<file path="src/rtl/gate_mode_pkg.sv">
// Shared encodings and helpers for the Hack board two-button gate tester.
// Latency: n/a (constants and pure functions only).
// Backpressure: n/a.
package gate_mode_pkg;

   // Gate selected by MODE; the encoding is visible on the MODE port.
   localparam logic [1:0] MODE_AND  = 2'd0;
   localparam logic [1:0] MODE_OR   = 2'd1;
   localparam logic [1:0] MODE_XOR  = 2'd2;
   localparam logic [1:0] MODE_NAND = 2'd3;

   typedef enum logic [1:0] {
      ST_RUN    = 2'd0,
      ST_ARM    = 2'd1,
      ST_SELECT = 2'd2
   } state_e;

   // Counter width able to hold 0..n-1, never narrower than one bit.
   function automatic int cnt_w(input int n);
      return (n > 1) ? $clog2(n) : 1;
   endfunction

   // Evaluate the selected gate on the two debounced button levels.
   function automatic logic gate_eval(input logic [1:0] mode, input logic a, input logic b);
      logic r;
      case (mode)
         MODE_AND:  r = a & b;
         MODE_OR:   r = a | b;
         MODE_XOR:  r = a ^ b;
         default:   r = ~(a & b);
      endcase
      return r;
   endfunction

endpackage

</file>
<file path="src/rtl/button_debounce.sv">
// One button: invert, 2-flop synchronise, debounce, and flag each press.
// Latency: raw edge -> level change = 2 + DEBOUNCE_CYCLES cycles; press pulses with the level rise.
// Backpressure: none; the raw pin is sampled every cycle.
module button_debounce
   import gate_mode_pkg::*;
#(
   parameter logic [15:0] DEBOUNCE_CYCLES = 16'd50000
) (
   input  logic clk,
   input  logic rst_n,
   input  logic but_n,
   output logic level,
   output logic press
);

   localparam int            CW       = cnt_w(int'(DEBOUNCE_CYCLES));
   localparam logic [CW-1:0] CNT_LAST = CW'(DEBOUNCE_CYCLES - 16'd1);

   logic [1:0]    sync_q, sync_d;
   logic          level_q, level_d;
   logic          press_q, press_d;
   logic [CW-1:0] cnt_q, cnt_d;

   // Synchronise the pressed level and run the stability counter against it.
   always_comb begin
      sync_d  = {sync_q[0], ~but_n};
      level_d = level_q;
      cnt_d   = cnt_q;
      if (sync_q[1] == level_q) begin
         cnt_d = '0;
      end else if (cnt_q == CNT_LAST) begin
         level_d = sync_q[1];
         cnt_d   = '0;
      end else begin
         cnt_d = cnt_q + CW'(1);
      end
      // Only the released->pressed transition is an event.
      press_d = level_d & ~level_q;
   end

   // Input path state; everything clears to "released".
   always_ff @(posedge clk or negedge rst_n) begin
      if (!rst_n) begin
         sync_q  <= '0;
         level_q <= 1'b0;
         press_q <= 1'b0;
         cnt_q   <= '0;
      end else begin
         sync_q  <= sync_d;
         level_q <= level_d;
         press_q <= press_d;
         cnt_q   <= cnt_d;
      end
   end

   assign level = level_q;
   assign press = press_q;

endmodule

</file>
<file path="src/rtl/gate_mode_ctrl.sv">
// Two-button gate tester: debounced buttons drive a selectable gate onto the LEDs; long hold enters mode select.
// Latency: debounced level change -> LED 1 cycle; raw pin -> LED 3 + DEBOUNCE_CYCLES cycles.
// Backpressure: none. Define GATE_MODE_TIMEOUT_EN to auto-leave SELECT after TIMEOUT_CYCLES idle cycles.
module gate_mode_ctrl
   import gate_mode_pkg::*;
#(
   parameter logic [15:0] DEBOUNCE_CYCLES = 16'd50000,
   parameter logic [23:0] HOLD_CYCLES     = 24'd6000000,
   parameter logic [23:0] BLINK_CYCLES    = 24'd3000000,
   parameter logic [27:0] TIMEOUT_CYCLES  = 28'd60000000
) (
   input  logic       CLK,
   input  logic       RST_N,
   input  logic [1:0] BUT,
   output logic [1:0] LED,
   output logic [1:0] MODE
);

   localparam int            HW         = cnt_w(int'(HOLD_CYCLES));
   localparam int            BW         = cnt_w(int'(BLINK_CYCLES));
   localparam logic [HW-1:0] HOLD_LAST  = HW'(HOLD_CYCLES - 24'd1);
   localparam logic [BW-1:0] BLINK_LAST = BW'(BLINK_CYCLES - 24'd1);

   logic [1:0] p_lvl;
   logic [1:0] p_press;

   button_debounce #(.DEBOUNCE_CYCLES(DEBOUNCE_CYCLES)) u_deb0 (
      .clk   (CLK),
      .rst_n (RST_N),
      .but_n (BUT[0]),
      .level (p_lvl[0]),
      .press (p_press[0])
   );

   button_debounce #(.DEBOUNCE_CYCLES(DEBOUNCE_CYCLES)) u_deb1 (
      .clk   (CLK),
      .rst_n (RST_N),
      .but_n (BUT[1]),
      .level (p_lvl[1]),
      .press (p_press[1])
   );

   state_e        state_q, state_d;
   logic [1:0]    mode_q, mode_d;
   logic [1:0]    led_q, led_d;
   logic [HW-1:0] hold_q, hold_d;
   logic [BW-1:0] blink_q, blink_d;
   logic          phase_q, phase_d;
   logic          run_g;

`ifdef GATE_MODE_TIMEOUT_EN
   localparam int            TW        = cnt_w(int'(TIMEOUT_CYCLES));
   localparam logic [TW-1:0] IDLE_LAST = TW'(TIMEOUT_CYCLES - 28'd1);
   logic [TW-1:0] idle_q, idle_d;
`else
   // Timeout parameter is kept on the interface but has no logic behind it here.
   logic unused_timeout;
   assign unused_timeout = ^TIMEOUT_CYCLES;
`endif

   // Next-state, mode, counters and LED image; LEDs follow the state being entered.
   always_comb begin
      state_d = state_q;
      mode_d  = mode_q;
      hold_d  = hold_q;
      blink_d = blink_q;
      phase_d = phase_q;
`ifdef GATE_MODE_TIMEOUT_EN
      idle_d  = '0;
`endif
      case (state_q)
         ST_RUN: begin
            if (p_lvl[0] & p_lvl[1]) begin
               if (hold_q == HOLD_LAST) begin
                  state_d = ST_ARM;
                  hold_d  = '0;
               end else begin
                  hold_d = hold_q + HW'(1);
               end
            end else begin
               hold_d = '0;
            end
         end
         ST_ARM: begin
            // Wait for a full release so the holding presses are not taken as selections.
            hold_d = '0;
            if (!p_lvl[0] && !p_lvl[1]) begin
               state_d = ST_SELECT;
               blink_d = '0;
               phase_d = 1'b0;
            end
         end
         ST_SELECT: begin
            if (blink_q == BLINK_LAST) begin
               blink_d = '0;
               phase_d = ~phase_q;
            end else begin
               blink_d = blink_q + BW'(1);
            end
            // Exit wins over advance when both buttons land together.
            if (p_press[1]) begin
               state_d = ST_RUN;
            end else if (p_press[0]) begin
               mode_d = mode_q + 2'd1;
            end
`ifdef GATE_MODE_TIMEOUT_EN
            // Any press restarts the idle window, so it also beats a coincident timeout.
            if (p_press[0] | p_press[1]) begin
               idle_d = '0;
            end else if (idle_q == IDLE_LAST) begin
               idle_d  = '0;
               state_d = ST_RUN;
            end else begin
               idle_d = idle_q + TW'(1);
            end
`endif
         end
         default: begin
            state_d = ST_RUN;
            hold_d  = '0;
         end
      endcase

      run_g = gate_eval(mode_d, p_lvl[0], p_lvl[1]);
      case (state_d)
         ST_RUN:    led_d = {~run_g, run_g};
         ST_ARM:    led_d = 2'b11;
         ST_SELECT: led_d = phase_d ? mode_d : 2'b00;
         default:   led_d = 2'b00;
      endcase
   end

   // Mode FSM with registered LED and MODE outputs.
   always_ff @(posedge CLK or negedge RST_N) begin
      if (!RST_N) begin
         state_q <= ST_RUN;
         mode_q  <= MODE_AND;
         led_q   <= 2'b00;
         hold_q  <= '0;
         blink_q <= '0;
         phase_q <= 1'b0;
`ifdef GATE_MODE_TIMEOUT_EN
         idle_q  <= '0;
`endif
      end else begin
         state_q <= state_d;
         mode_q  <= mode_d;
         led_q   <= led_d;
         hold_q  <= hold_d;
         blink_q <= blink_d;
         phase_q <= phase_d;
`ifdef GATE_MODE_TIMEOUT_EN
         idle_q  <= idle_d;
`endif
      end
   end

   assign LED  = led_q;
   assign MODE = mode_q;

endmodule

</file>
<file path="config.mk">
export PLATFORM = sky130hd
export DESIGN_NAME = gate_mode_ctrl
export DESIGN_NICKNAME = d
export VERILOG_FILES = /design/src/rtl/gate_mode_pkg.sv /design/src/rtl/button_debounce.sv /design/src/rtl/gate_mode_ctrl.sv
export SDC_FILE = /design/constraint.sdc
export NUM_CORES = 1
export LEC_CHECK = 0
export ABC_CLOCK_PERIOD_IN_PS = 2070
export CORE_ASPECT_RATIO = 0.9
export CORE_MARGIN = 4
export CORE_UTILIZATION = 50
export CTS_BUF_LIST = sky130_fd_sc_hd__clkbuf_4
export CTS_CLUSTER_DIAMETER = 60
export DETAILED_ROUTE_END_ITERATION = 12
export HOLD_SLACK_MARGIN = 0.02
export PLACE_DENSITY = 0.69
export SLEW_MARGIN = 20
export SYNTH_ARGS = -nofsm -noshare
export SYNTH_HDL_FRONTEND = slang
export SYNTH_SLANG_ARGS = --single-unit
</file>
<file path="constraint.sdc">
create_clock -name CLK -period 2.07 [get_ports CLK]
set_clock_uncertainty 0.05 [all_clocks]
set_input_delay 0.207 -clock CLK [delete_from_list [all_inputs] [get_ports CLK]]
set_output_delay 0.207 -clock CLK [all_outputs]
set_load 0.01 [all_outputs]
</file>
==> run metrics, run 1 <==
status finished with violations; failing checks negative setup slack; first-pass GRT wire length about 16,000 µm; CP Data Arrival Time 2380 ps; final hold viol count 0; n_diodes 0; WL per Instance 14.1 µm; routed wl met3 401 µm; Hold EP u_deb0.sync_q[0]$_DFF_PN0_; sequential share of the synthesized area 0.489; shortest period the worst path allows 2110 ps; Peak Freq approximately 0.47 GHz; reg2reg start blink_q[17]$_DFFE_PN0P_; final max-slew violation count 0; Starting Density 0.515; DRC 0; via count around 3,700; number of max-cap violations 0; IO buf count 7; Die X-Extent 110 µm; clk root buf clkbuf_4; fin nets 557; syn nets 509; Clock transition at path regs 140 ps; CP startpoint kind flop; GRT Total Usage 0.180; area growth from synthesis to layout 16.9%; Hold Path Depth 2; Tightest Hold Check Type input pin to flop; R2R Setup Slk -40 ps; multi-input logic area 2400 µm²; Synth async-reset ratio 1.00; Post-Synthesis Mean Instance Area 9.50 µm²; antenna violations before repair 0; Clock Path Buffers 2; slew margin rel. 0.675; final setup fails 4; min-delay src BUT[0]; instance count on the critical path 7; CTS sink count 92; number of synthesized flops with an enable pin 0; critical path, cell by cell or4_4 > or3_4 > o211ai_4 > buf_6 > a41oi_2 > o21ai_1 > o31ai_1; CTS tree done; number of global-route vias before repair 3,534; Post-Syn Area approximately 4700 µm²; Cells after DPL 648; prevailing post-synth register cell dfrtp_1; Lkg Pwr 0.00242 µW; period utilization 1.02; CP required 2340 ps; row cnt 33; Place WS -22.0 ps; CP Class flop to flop; Hold Slack 214 ps; Post-DP HPWL 6370 µm; routability cong. 0.840; Post-DRT Antenna Nets 0; worst setup margin -40.3 ps; met1 wire length 4490 µm; drt total wl 9460 µm; router iterations before antenna repair 4; #FFs+latches synth 92; Least-Margin Pin Slew 487 ps; Pwr Density around 560 nW/µm²; yosys warns 0; maximum VDD drop 456 µV; fillers approximately 750; layout cells sized above 1 0.170; Slowest-stage cell, CP or4_4; total die area between 10,000 and 15,000 µm²; Finished Layout Cells 669; IO Pins 8; Top delay family on crit path simple AND/OR/NAND/NOR gates; routed length on met2 4460 µm; FF-to-FF End blink_q[21]$_DFFE_PN0P_; vias per inst 5.51; worst-case reg-to-reg path depth 7; unrepaired setup endpoints after global routing yes; worst-path maximum fanout 6; DR top layer met4; chip height 100 µm; CP Buf/Inv Count 1; cells after synthesis 495; Starting DRT DRC Count 238; post-synth cell types 57; Clock Latency Late Sink 420 ps; max incr delay on CP 530 ps; core area 9130 µm²; largest net degree at the start of global routing just over 90; FF/Latch Area 2300 µm²; CP Capture Type flop; GRT overflow 0; CTS HTree Levels 3; overall power 3080 µW; number of CTS-inserted buffers 9
[flip-flops by register name, indices dropped and copies added, names as in the netlist]
| name | cells |
|---|---|
| LED | 2 |
| state_q | 2 |
| u_deb1.cnt_q | 16 |
| u_deb0.press | 1 |
| u_deb0.cnt_q | 16 |
| hold_q | 23 |
| MODE | 2 |
| blink_q | 22 |
| u_deb0.level | 1 |
| u_deb1.press | 1 |
| u_deb1.level | 1 |
| u_deb0.sync_q | 2 |
| u_deb1.sync_q | 2 |
| phase_q | 1 |
[worst register-to-register path: cells and delay by family, from the launching register on]
family | cells | cell delay [ps]
AO/OA/AOI/OAI | 4 | 490
buffers and inverters | 1 | 170
flip-flops | 1 | 400
AND/OR/NAND/NOR | 2 | 920
[cell type report]
cell class                 instances  area share
multi-input combinational        378       0.437
sequential                        92       0.419
timing repair buffer              50      0.0767
tap                              122      0.0278
clock inverter                     5      0.0184
clock buffer                      10      0.0137
inverter                          12     0.00819
[how the worst max path moves through the flow]
stage | from | endpoint | slack [ps]
CTS | hold_q[1]$_DFFE_PN0N_ | hold_q[9]$_DFFE_PN0N_ | -10
global route | blink_q[17]$_DFFE_PN0P_ | LED[0]$_DFF_PN0_ | -80
global placement | blink_q[17]$_DFFE_PN0P_ | blink_q[14]$_DFFE_PN0P_ | 40
finish | blink_q[17]$_DFFE_PN0P_ | blink_q[21]$_DFFE_PN0P_ | -40
detailed placement | blink_q[17]$_DFFE_PN0P_ | blink_q[14]$_DFFE_PN0P_ | -20
floorplan | hold_q[0]$_DFFE_PN0N_ | hold_q[8]$_DFFE_PN0N_ | -20
[cells by family (layout without fill, tap and decap cells)]
logic type                 after synthesis  count (layout)  synth area share
DFF                                     92              92             0.489
muxes                                    4               4           0.00904
xor gates and xnor gates                51              51            0.0950
and+or+nand+nor                        240             240             0.261
buffers and inverters                   26              77            0.0271
adders and majority gates               10              10            0.0266
AOI/OAI and AO/OA                       72              73            0.0918
[through the flow]
| stage | util | area (µm²) | TNS (ps) |
|---|---|---|---|
| after floorplan | - | 4710 | -35.6 |
| after global placement | 0.566 | 5160 | 0 |
| after detailed placement | 0.566 | 5160 | -31.4 |
| after CTS | 0.587 | 5360 | -14.5 |
| after global routing | 0.602 | 5500 | -882 |
| final | 0.602 | 5500 | -79.6 |
[what timing repair did]
item	in CTS	in global routing
gates resized for setup	2	37
hold buffers	1	0
pin swaps	1	9
cloned	0	2
setup buffers	0	3
hold endpoints to repair	92	0
setup endpoints to repair	5	41
[cells in the final DEF, fill, tap and decap left out, types with 3 or more instances in the layout]
cell and instances:
and3_1 15, ha_2 3, o31ai_1 3, xor2_1 29, a31oi_1 6, nor2_1 80, o21ai_0 17, o21ai_1 21
clkbuf_4 10, nor4b_1 4, clkdlybuf4s50_1 6, nand2b_1 3, nand2_1 37, nand3_2 3, nor3b_1 3, inv_1 11
nand3b_1 3, nor3_1 11, xnor2_1 22, nand3_1 26, dfrtp_1 92, and2_1 3, bufinv_16 3, a22o_1 3
nand4_1 23, buf_4 40, ha_1 6, nand4b_1 3, a21oi_1 9
[Yosys cell counts (all sizes together), types with 2 or more instances]
library cell,number,area (µm²)
a21o,2,15.0
a21oi,11,55.1
a22o,3,26.3
a31oi,7,43.8
and2,4,26.3
and2b,2,16.3
and3,18,115
and4,2,17.5
buf,5,38.8
clkbuf,9,43.8
dfrtp,92,2300
ha,10,125
inv,12,45.0
mux2,2,22.5
mux2i,2,20.0
nand2,37,139
nand2b,3,18.8
nand3,29,145
nand3b,3,22.5
nand4,23,144
nand4b,3,26.3
nor2,83,322
nor2b,2,12.5
nor3,12,60.1
nor3b,3,22.5
nor4,2,18.8
nor4b,5,43.8
o21ai,39,206
o31ai,3,22.5
or3,3,23.8
or4,2,18.8
or4b,2,20.0
xnor2,22,193
xor2,29,254
[metal layers]
metal  vias up  track usage
li1       1833            -
met1      1778        0.249
met2        68        0.291
met3         9       0.0367
met4         0       0.0483
met5         -            0
[where the power goes]
group          switching (µW)  total, µW  internal [µW]
logic                    50.7       74.4           23.7
clock network             567       1180            615
registers                11.4       1820           1810
total                     629       3080           2450
Power figures use the tool's default switching activity.
==> inputs of run 2 (changes only) <==
--- a/config.mk
+++ b/config.mk
@@ -10,10 +10,10 @@
 export CORE_MARGIN = 4
 export CORE_UTILIZATION = 50
 export CTS_BUF_LIST = sky130_fd_sc_hd__clkbuf_4
-export CTS_CLUSTER_DIAMETER = 60
 export DETAILED_ROUTE_END_ITERATION = 12
 export HOLD_SLACK_MARGIN = 0.02
-export PLACE_DENSITY = 0.69
+export MAX_ROUTING_LAYER = met4
+export PLACE_DENSITY = 0.75
 export SLEW_MARGIN = 20
 export SYNTH_ARGS = -nofsm -noshare
 export SYNTH_HDL_FRONTEND = slang
==> run metrics, run 2 (synthesis gave the netlist of run 1 again) <==
CP Buf/Inv Count 1 (unchanged); clk root buf clkbuf_4; Tightest Hold Check Type input pin to async pin; final max-slew violation count 0 (unchanged); DRC 0 (unchanged); R2R Setup Slk -50 ps (about the same); Top Registers hold_q x23, blink_q x22; Starting DRT DRC Count 194 (-18%); CTS sink count 92 (unchanged); NetSw 646 µW (+2.7%); WL per Instance 14.3 µm (+0.96%); via count 3,735 (+1.3%); CP Data Arrival Time 2410 ps (+30 ps); chip height 100 µm (unchanged); Internal Power 2180 µW (-11%); status finished with violations; number of max-cap violations 0 (unchanged); area growth from synthesis to layout 16.0%; Least-Margin Pin Slew 550 ps (+63.5 ps); maximum VDD drop 376 µV (-18%); Die X-Extent 110 µm (unchanged); GRT overflow 0 (unchanged); worst-path maximum fanout 5 (-1); Lkg Pwr 0.00239 µW (-1.2%); final hold viol count 0 (unchanged); IO buf count 7 (unchanged); most frequent cells in the layout dfrtp_1, nor2_1, buf_4; IO Pins 8 (unchanged); Post-DRT Antenna Nets 0 (unchanged); Setup TNS -223 ps (-143 ps); max incr delay on CP 510 ps (-20 ps); Post-DP HPWL 6450 µm (+1.2%); CP startpoint kind flop; failing checks negative setup slack; Clock Latency Late Sink 440 ps (+20 ps); Clock transition at path regs 140 ps (about the same); CP required 2370 ps (+30 ps); Switching Fraction 0.228 (+0.0241); fin nets 558 (+0.18%); shortest period the worst path allows 2120 ps (+6.23 ps); total die area 11,000 µm² (unchanged); FF-to-FF End blink_q[21]$_DFFE_PN0P_; slew margin rel. 0.628 (-0.0475); first-pass GRT wire length 16,400 µm (+1.8%); Clock Path Buffers 2 (unchanged); row cnt 33 (unchanged); instance count on the critical path 7 (unchanged); drt total wl 9550 µm (+0.96%); period utilization 1.02 (+0.00301); Largest register FFs 23 (unchanged); CTS tree done; reg2reg start blink_q[6]$_DFFE_PN0P_; Slowest-stage cell, CP or4_4; CP Class flop to flop; Starting Density 0.515 (unchanged); Peak Freq 0.472 GHz (-0.29%); core area 9130 µm² (unchanged); unrepaired setup endpoints after global routing yes; CP Capture Type flop; Gate power share 0.026 (+0.002); largest net degree at the start of global routing 58 (-38%); crit path capture blink_q[21]$_DFFE_PN0P_; clock group share of total power 0.331 (-0.053); CP startpoint blink_q[6]$_DFFE_PN0P_; antenna violations before repair 0 (unchanged); Top delay family on crit path simple AND/OR/NAND/NOR gates; n_diodes 0 (unchanged); vias per inst 5.58 (+1.3%); most common cell after layout, fill and taps aside dfrtp_1; CTS HTree Levels 3 (unchanged); overall power 2830 µW (-8.1%); Hold Slack 153 ps (-61.1 ps); Reg power frac 0.644 (+0.052); number of CTS-inserted buffers 9 (unchanged); GRT Total Usage 0.191 (+0.0109); Largest Register hold_q; routability cong. 0.850 (+1.3%); worst-case reg-to-reg path depth 7 (unchanged); final setup fails 10 (+6); Pwr Density 518 nW/µm² (-7.4%); critical path, cell by cell or4_4 > or3_4 > o211ai_4 > buf_6 > a41oi_2 > o21ai_1 > o31ai_1; layout cells sized above 1 0.172 (+0.00183); worst setup margin -46.5 ps (-6.23 ps); number of global-route vias before repair 3,563 (+0.82%); router iterations before antenna repair 4 (unchanged)
[run 2: per-layer routing]
layer / part of all wire / vias to the layer above / track usage
met2: 0.47 / 67 / 0.283
met5: 0 / - / -
met4: 0.025 / 0 / 0.0795
met1: 0.48 / 1816 / 0.260
met3: 0.030 / 18 / 0.0347
li1: - / 1834 / -
[run 2: area by class of cell]
class | instances | area [µm²]
multi-input cells | 378 | 2410
repair buffers | 51 | 428
fillers | 771 | 3670
clock buffers | 9 | 67.6
well taps | 122 | 153
flip-flops and latches | 92 | 2300
inverters | 12 | 45.0
clock inverters | 5 | 55.1
[run 2: through the flow]
step,worst slack (ps),util,instance area (µm²),instances
after floorplan,-17.4,-,4710,495
after global placement,8.99,0.563,5130,646
after detailed placement,-21.9,0.563,5130,646
after CTS,-3.72,0.581,5300,663
after global routing,-108,0.598,5460,669
final,-46.5,0.598,5460,669
[run 2: worst min-delay path by stage]
| stage | start | depth (start not counted) | slack [ps] | end |
|---|---|---|---|---|
| floorplan | RST_N | 0 | -140 | LED[0]$_DFF_PN0_ |
| global placement | RST_N | 1 | 50 | u_deb0.cnt_q[12]$_DFF_PN0_ |
| detailed placement | RST_N | 1 | 50 | u_deb0.cnt_q[12]$_DFF_PN0_ |
| CTS | RST_N | 2 | 80 | phase_q$_DFF_PN0_ |
| global route | RST_N | 2 | 120 | u_deb0.cnt_q[9]$_DFF_PN0_ |
| finish | RST_N | 2 | 150 | u_deb0.cnt_q[9]$_DFF_PN0_ |
[run 2: power groups by stage]
stage | logic, µW | registers (µW) | clock network (µW)
final | 73.0 | 1820 | 935
after global routing | 87.2 | 1830 | 1050
after global placement | 72.6 | 1850 | 0
after floorplan | 22.1 | 1850 | 0
after CTS | 77.3 | 1820 | 983
after detailed placement | 75.5 | 1860 | 0
[run 2: what timing repair did]
action / in CTS / in global routing
hold buffers: 1 / 0
endpoints found under the hold margin: 92 / 0
resized for setup: 5 / 42
gates cloned: 1 / 1
pin swaps: 2 / 11
endpoints found under the setup margin: 16 / 36
buffers inserted: 1 / 5
